--- config.mk ---
export PLATFORM = sky130hd
export DESIGN_NAME = display_mux_scan
export DESIGN_NICKNAME = d
export VERILOG_FILES = /design/src/rtl/display_mux_scan_pkg.sv /design/src/rtl/display_mux_scan_tick_divider.sv /design/src/rtl/display_mux_scan.sv
export SDC_FILE = /design/constraint.sdc
export NUM_CORES = 1
export LEC_CHECK = 0
export CORE_MARGIN = 1
export CORE_UTILIZATION = 43
export CTS_BUF_LIST = sky130_fd_sc_hd__clkbuf_4
export DETAILED_ROUTE_END_ITERATION = 12
export GPL_ROUTABILITY_DRIVEN = 0
export GPL_TIMING_DRIVEN = 0
export PLACE_DENSITY = 0.67
export SYNTH_ARGS = -nofsm -noshare
export SYNTH_HDL_FRONTEND = slang
export SYNTH_SLANG_ARGS = --single-unit
export TNS_END_PERCENT = 100
--- constraint.sdc ---
create_clock -name clk -period 2.2 [get_ports clk]
set_input_delay 0.33 -clock clk [delete_from_list [all_inputs] [get_ports clk]]
set_output_delay 0.33 -clock clk [all_outputs]
set_load 0.005 [all_outputs]
--- src/rtl/display_mux_scan_pkg.sv ---
// Shared constants for the six-digit multiplexed 7-segment display path.
// Segment and anode polarities are active-low throughout.
package display_mux_scan_pkg;
    localparam int         N_DIGITS  = 6;
    localparam logic [6:0] SEG_BLANK = 7'h7F;
    localparam logic [5:0] AN_OFF    = 6'h3F;
endpackage

--- src/rtl/display_mux_scan_tick_divider.sv ---
// Free-running prescaler: counts 0..CLK_DIV-1 and flags the last count.
// The same block paces the marquee's rotation step timer.
module tick_divider
    import display_mux_scan_pkg::*;
#(
    parameter int CLK_DIV = 50000
) (
    input  logic clk,
    input  logic rst,
    output logic tick
);
    localparam int            PW   = (CLK_DIV > 1) ? $clog2(CLK_DIV) : 1;
    localparam logic [PW-1:0] LAST = PW'(CLK_DIV - 1);

    logic [PW-1:0] r_presc;

    assign tick = (r_presc == LAST);

    always_ff @(posedge clk or negedge rst) begin
        if (!rst) begin
            r_presc <= '0;
        end else if (tick) begin
            r_presc <= '0;
        end else begin
            r_presc <= r_presc + PW'(1);
        end
    end
endmodule

--- src/rtl/display_mux_scan.sv ---
// Time-multiplexed scan of six segment patterns onto one shared bus,
// with per-frame snapshot, brightness PWM and a blank cycle between digits.
module display_mux_scan
    import display_mux_scan_pkg::*;
#(
    parameter int CLK_DIV  = 50000,
    parameter int BRIGHT_W = 3
) (
    input  logic                clk,
    input  logic                rst,
    input  logic [6:0]          seg_in0,
    input  logic [6:0]          seg_in1,
    input  logic [6:0]          seg_in2,
    input  logic [6:0]          seg_in3,
    input  logic [6:0]          seg_in4,
    input  logic [6:0]          seg_in5,
    input  logic                enable,
    input  logic [BRIGHT_W-1:0] brightness,
    output logic [6:0]          seg_out,
    output logic [5:0]          an_out,
    output logic                frame_start
);
    logic                w_tick;
    logic                w_capture;
    logic                w_lit;
    logic [6:0]          w_cur_seg;
    logic [2:0]          r_idx;
    logic [BRIGHT_W-1:0] r_pwm;
    logic [6:0]          r_shadow [N_DIGITS];

    tick_divider #(.CLK_DIV(CLK_DIV)) u_div (
        .clk  (clk),
        .rst  (rst),
        .tick (w_tick)
    );

    // Capture lands on the frame's final blank cycle, so no digit ever tears.
    assign w_capture = w_tick && (r_idx == 3'd5);
    assign w_lit     = (r_pwm <= brightness);

    always_comb begin
        w_cur_seg = SEG_BLANK;
        case (r_idx)
            3'd0:    w_cur_seg = r_shadow[0];
            3'd1:    w_cur_seg = r_shadow[1];
            3'd2:    w_cur_seg = r_shadow[2];
            3'd3:    w_cur_seg = r_shadow[3];
            3'd4:    w_cur_seg = r_shadow[4];
            3'd5:    w_cur_seg = r_shadow[5];
            default: w_cur_seg = SEG_BLANK;
        endcase
    end

    // Starting at 5 makes the first tick after reset a frame wrap.
    always_ff @(posedge clk or negedge rst) begin
        if (!rst) begin
            r_idx <= 3'd5;
        end else if (w_tick) begin
            r_idx <= (r_idx >= 3'd5) ? 3'd0 : r_idx + 3'd1;
        end
    end

    always_ff @(posedge clk or negedge rst) begin
        if (!rst) begin
            r_pwm <= '0;
        end else begin
            r_pwm <= r_pwm + BRIGHT_W'(1);
        end
    end

    always_ff @(posedge clk or negedge rst) begin
        if (!rst) begin
            for (int k = 0; k < N_DIGITS; k++) r_shadow[k] <= SEG_BLANK;
        end else if (w_capture) begin
            r_shadow[0] <= seg_in0;
            r_shadow[1] <= seg_in1;
            r_shadow[2] <= seg_in2;
            r_shadow[3] <= seg_in3;
            r_shadow[4] <= seg_in4;
            r_shadow[5] <= seg_in5;
        end
    end

    always_ff @(posedge clk or negedge rst) begin
        if (!rst) begin
            seg_out     <= SEG_BLANK;
            an_out      <= AN_OFF;
            frame_start <= 1'b0;
        end else begin
            frame_start <= w_capture;
            if (w_tick || !enable || !w_lit) begin
                seg_out <= SEG_BLANK;
                an_out  <= AN_OFF;
            end else begin
                seg_out <= w_cur_seg;
                an_out  <= AN_OFF & ~(6'b000001 << r_idx);
            end
        end
    end
endmodule

==> reports/results.txt <==
period utilisation layout - 0.961
status - finished clean
DIE AREA - 9040 µm²
Worst EP arrival - 2.44 ns
n_diodes - 0
die height - 95.1 µm
CTS max path bufs - 2
pin slew with the least headroom to its limit - 0.557 ns
busiest layer in global routing - met2
residual DRC count - 0
grt ovf - 0
Fillers - 714
Util after Layout - 0.559
Yosys warnings - 0
met2 GRT Util - 0.268
PortBufs - 61
DRT Wirelength - 7.51 mm
RSZ-0062 raised after global routing - false
clk_skew - 0.0184 ns
Fin Setup TNS - 0 ns
routed length per placed instance - 16.7 µm
Power Total - 2.47 mW
f_max - 473 MHz
Final Slew Violations - 0
Hold Violations, Final - 0
Die Width - 95.1 µm
worst skew pair latency - 0.42 ns
Top Ports - 62
CTS tree - done
DRT Pass-1 Iters - 5
hpwl dp - 5.39 mm
register area share after synthesis - 0.543
first-pass GRT wire length - 12.2 mm
clk sink count - 78
Rel. slew slack - 0.629
CTS Buf Count - 9
initial antenna violation count - 0
leakage - 1.87 nW
crit path max fanout - 8
layout cells sized above 1 - 0.387
total number of vias - 2392
Initial Util - 0.449
post-synthesis net count - 325
antenna-violating nets left - 0
pwr/cell area - 531 nW/µm²
Vias/cell - 5.30
Avg Cell Area, Syn - 13.9 µm²
synthesis-to-layout area growth - 24.6%
Setup Viol. Count Final - 0
Yosys reg bits - 78
post-route minimum period - 2.11 ns
largest net degree at the start of global routing - 46
Worst-path clk slew - 0.13 ns
clock root buffer - clkbuf_4
Hold Crit Class - input port to asynchronous set/reset pin
number of global-route vias before repair - 2312
post-synthesis cell type count - 40
met1 global-route usage - 0.264
Peak VDD IR - 0.000373 V
CP endpoint kind - flop
class of the most critical setup path - flop to flop
nets@finish - 399
Critical Path Source Type - flop
Rows - 33
number of max-cap violations - 0
Gate Count Post-Synth - 267
M3 GR Usage - 0.0574
Syn Std Cell Area - 3720 µm²
H-tree depth - 3
R2R Setup Slk - 0.09 ns
Worst EP required - 2.53 ns
DRT iter0 DRCs - 93
total track usage - 0.185
core area - 8300 µm²
## logic make-up (layout without fill, tap and decap cells)
group,count (synthesis),in the layout,share of synthesized area
buf+inv,25,104,0.0501
fa+ha+maj,10,10,0.0336
xor+xnor,11,11,0.0259
flops,78,78,0.543
simple gates,56,56,0.0860
mux,50,50,0.190
compound gates,37,37,0.0716
## sequential cells by signal, indices dropped and copies added, names as in the netlist
| register | flops |
|---|---|
| r_pwm | 3 |
| an_out | 6 |
| frame_start | 1 |
| r_shadow | 42 |
| u_div.r_presc | 16 |
| seg_out | 7 |
| r_idx | 3 |
## metal layers
metal  share of wire  vias up
li1                -     1129
met1            0.48     1185
met2            0.46       68
met3           0.042       10
met4           0.015        0
met5               0        -
## synthesized netlist by cell type, drive strengths merged
cell | instances | area share
o31ai | 1 | 0.0020
a221oi | 7 | 0.016
mux2 | 47 | 0.18
or4 | 1 | 0.0020
dfrtp | 21 | 0.14
nand3 | 14 | 0.019
and4 | 4 | 0.0094
a32o | 2 | 0.0054
nor4b | 2 | 0.0064
a21oi | 7 | 0.0094
nand2b | 3 | 0.0050
o2111ai | 2 | 0.0047
or3 | 1 | 0.0017
a32oi | 2 | 0.0047
o21ai | 7 | 0.0094
clkbuf | 9 | 0.0091
nor2b | 4 | 0.0067
nor3 | 2 | 0.0027
xor2 | 7 | 0.016
nand4 | 7 | 0.012
nor2 | 11 | 0.011
xnor2 | 4 | 0.0094
a221o | 1 | 0.0027
a22oi | 4 | 0.0081
ha | 10 | 0.034
inv | 8 | 0.0081
buf | 8 | 0.033
and3b | 1 | 0.0024
a211oi | 2 | 0.0040
o21a | 1 | 0.0020
and3 | 1 | 0.0030
a222oi | 1 | 0.0027
dfstp | 57 | 0.40
mux2i | 3 | 0.0081
nand2 | 5 | 0.0050
## metrics by stage
stage / instances / hold slack, ns / worst slack [ns] / area [µm²]
CTS: 450 / 0.370 / 0.0408 / 4630
global route: 451 / 0.376 / 0.00185 / 4640
finish: 451 / 0.374 / 0.0861 / 4640
global placement: 433 / 0.436 / -1.80 / 4470
detailed placement: 434 / 0.310 / -0.390 / 4480
floorplan: 267 / 0.0344 / 0.274 / 3720
## path summary, 6_finish.rpt
path	from	end	cells after the start
worst max-delay path	r_idx[2]$_DFFE_PN1N_	seg_out[2]$_DFF_PN1_	7
worst min-delay path	rst	u_div.r_presc[7]$_DFF_PN0_	2
worst max register to register	r_idx[2]$_DFFE_PN1N_	seg_out[2]$_DFF_PN1_	7
worst min register to register	r_pwm[0]$_DFF_PN0_	r_pwm[0]$_DFF_PN0_	1
max in group asynchronous	rst	r_shadow[32]$_DFFE_PN1P_	3
min in group clk	r_pwm[0]$_DFF_PN0_	r_pwm[0]$_DFF_PN0_	1
## final cells by class
| class | instances | area [µm²] | share of cell area |
|---|---|---|---|
| buffer | 15 | 151 | 0.0326 |
| clock buffer | 10 | 75.1 | 0.0162 |
| clock inverter | 6 | 61.3 | 0.0132 |
| multi-input combinational | 164 | 1510 | 0.326 |
| inverter | 8 | 30.0 | 0.00647 |
| timing repair buffer | 65 | 653 | 0.141 |
| sequential | 78 | 2020 | 0.436 |
| tap | 105 | 131 | 0.0283 |
## worst max-delay path, stage by stage, from the launching register on
cell,delay (ns)
dfstp_2,0.64
inv_1,0.16
ha_1,0.23
buf_1,0.22
a32oi_1,0.26
o21ai_0,0.14
a221oi_1,0.24
nand3_1,0.14
## layout by cell type (no fill, tap or decap), types with 5 or more instances in the layout
cell type	instances
a21oi_1	7
a221oi_1	7
buf_12	6
clkbuf_1	5
clkbuf_4	10
clkdlybuf4s50_1	60
dfrtp_1	21
dfstp_2	57
ha_1	10
inv_1	8
mux2_2	8
mux2_4	39
nand2_1	5
nand3_1	14
nand4_1	7
nor2_1	11
o21ai_0	6
xor2_1	7
## power by group
group / switching (mW) / internal, mW / leakage (nW) / total, mW
logic: 0.0588 / 0.101 / 0.926 / 0.160
clock network: 0.489 / 0.356 / 0.0743 / 0.845
registers: 0.00456 / 1.46 / 0.866 / 1.46
## what timing repair did
item,in CTS,in global routing
endpoints found under the setup margin,4,12
hold endpoints to repair,15,0
resized for setup,0,5
cloned,0,0
buffers inserted,0,2
hold buffers,1,0
(Power assumes the default switching activity.)
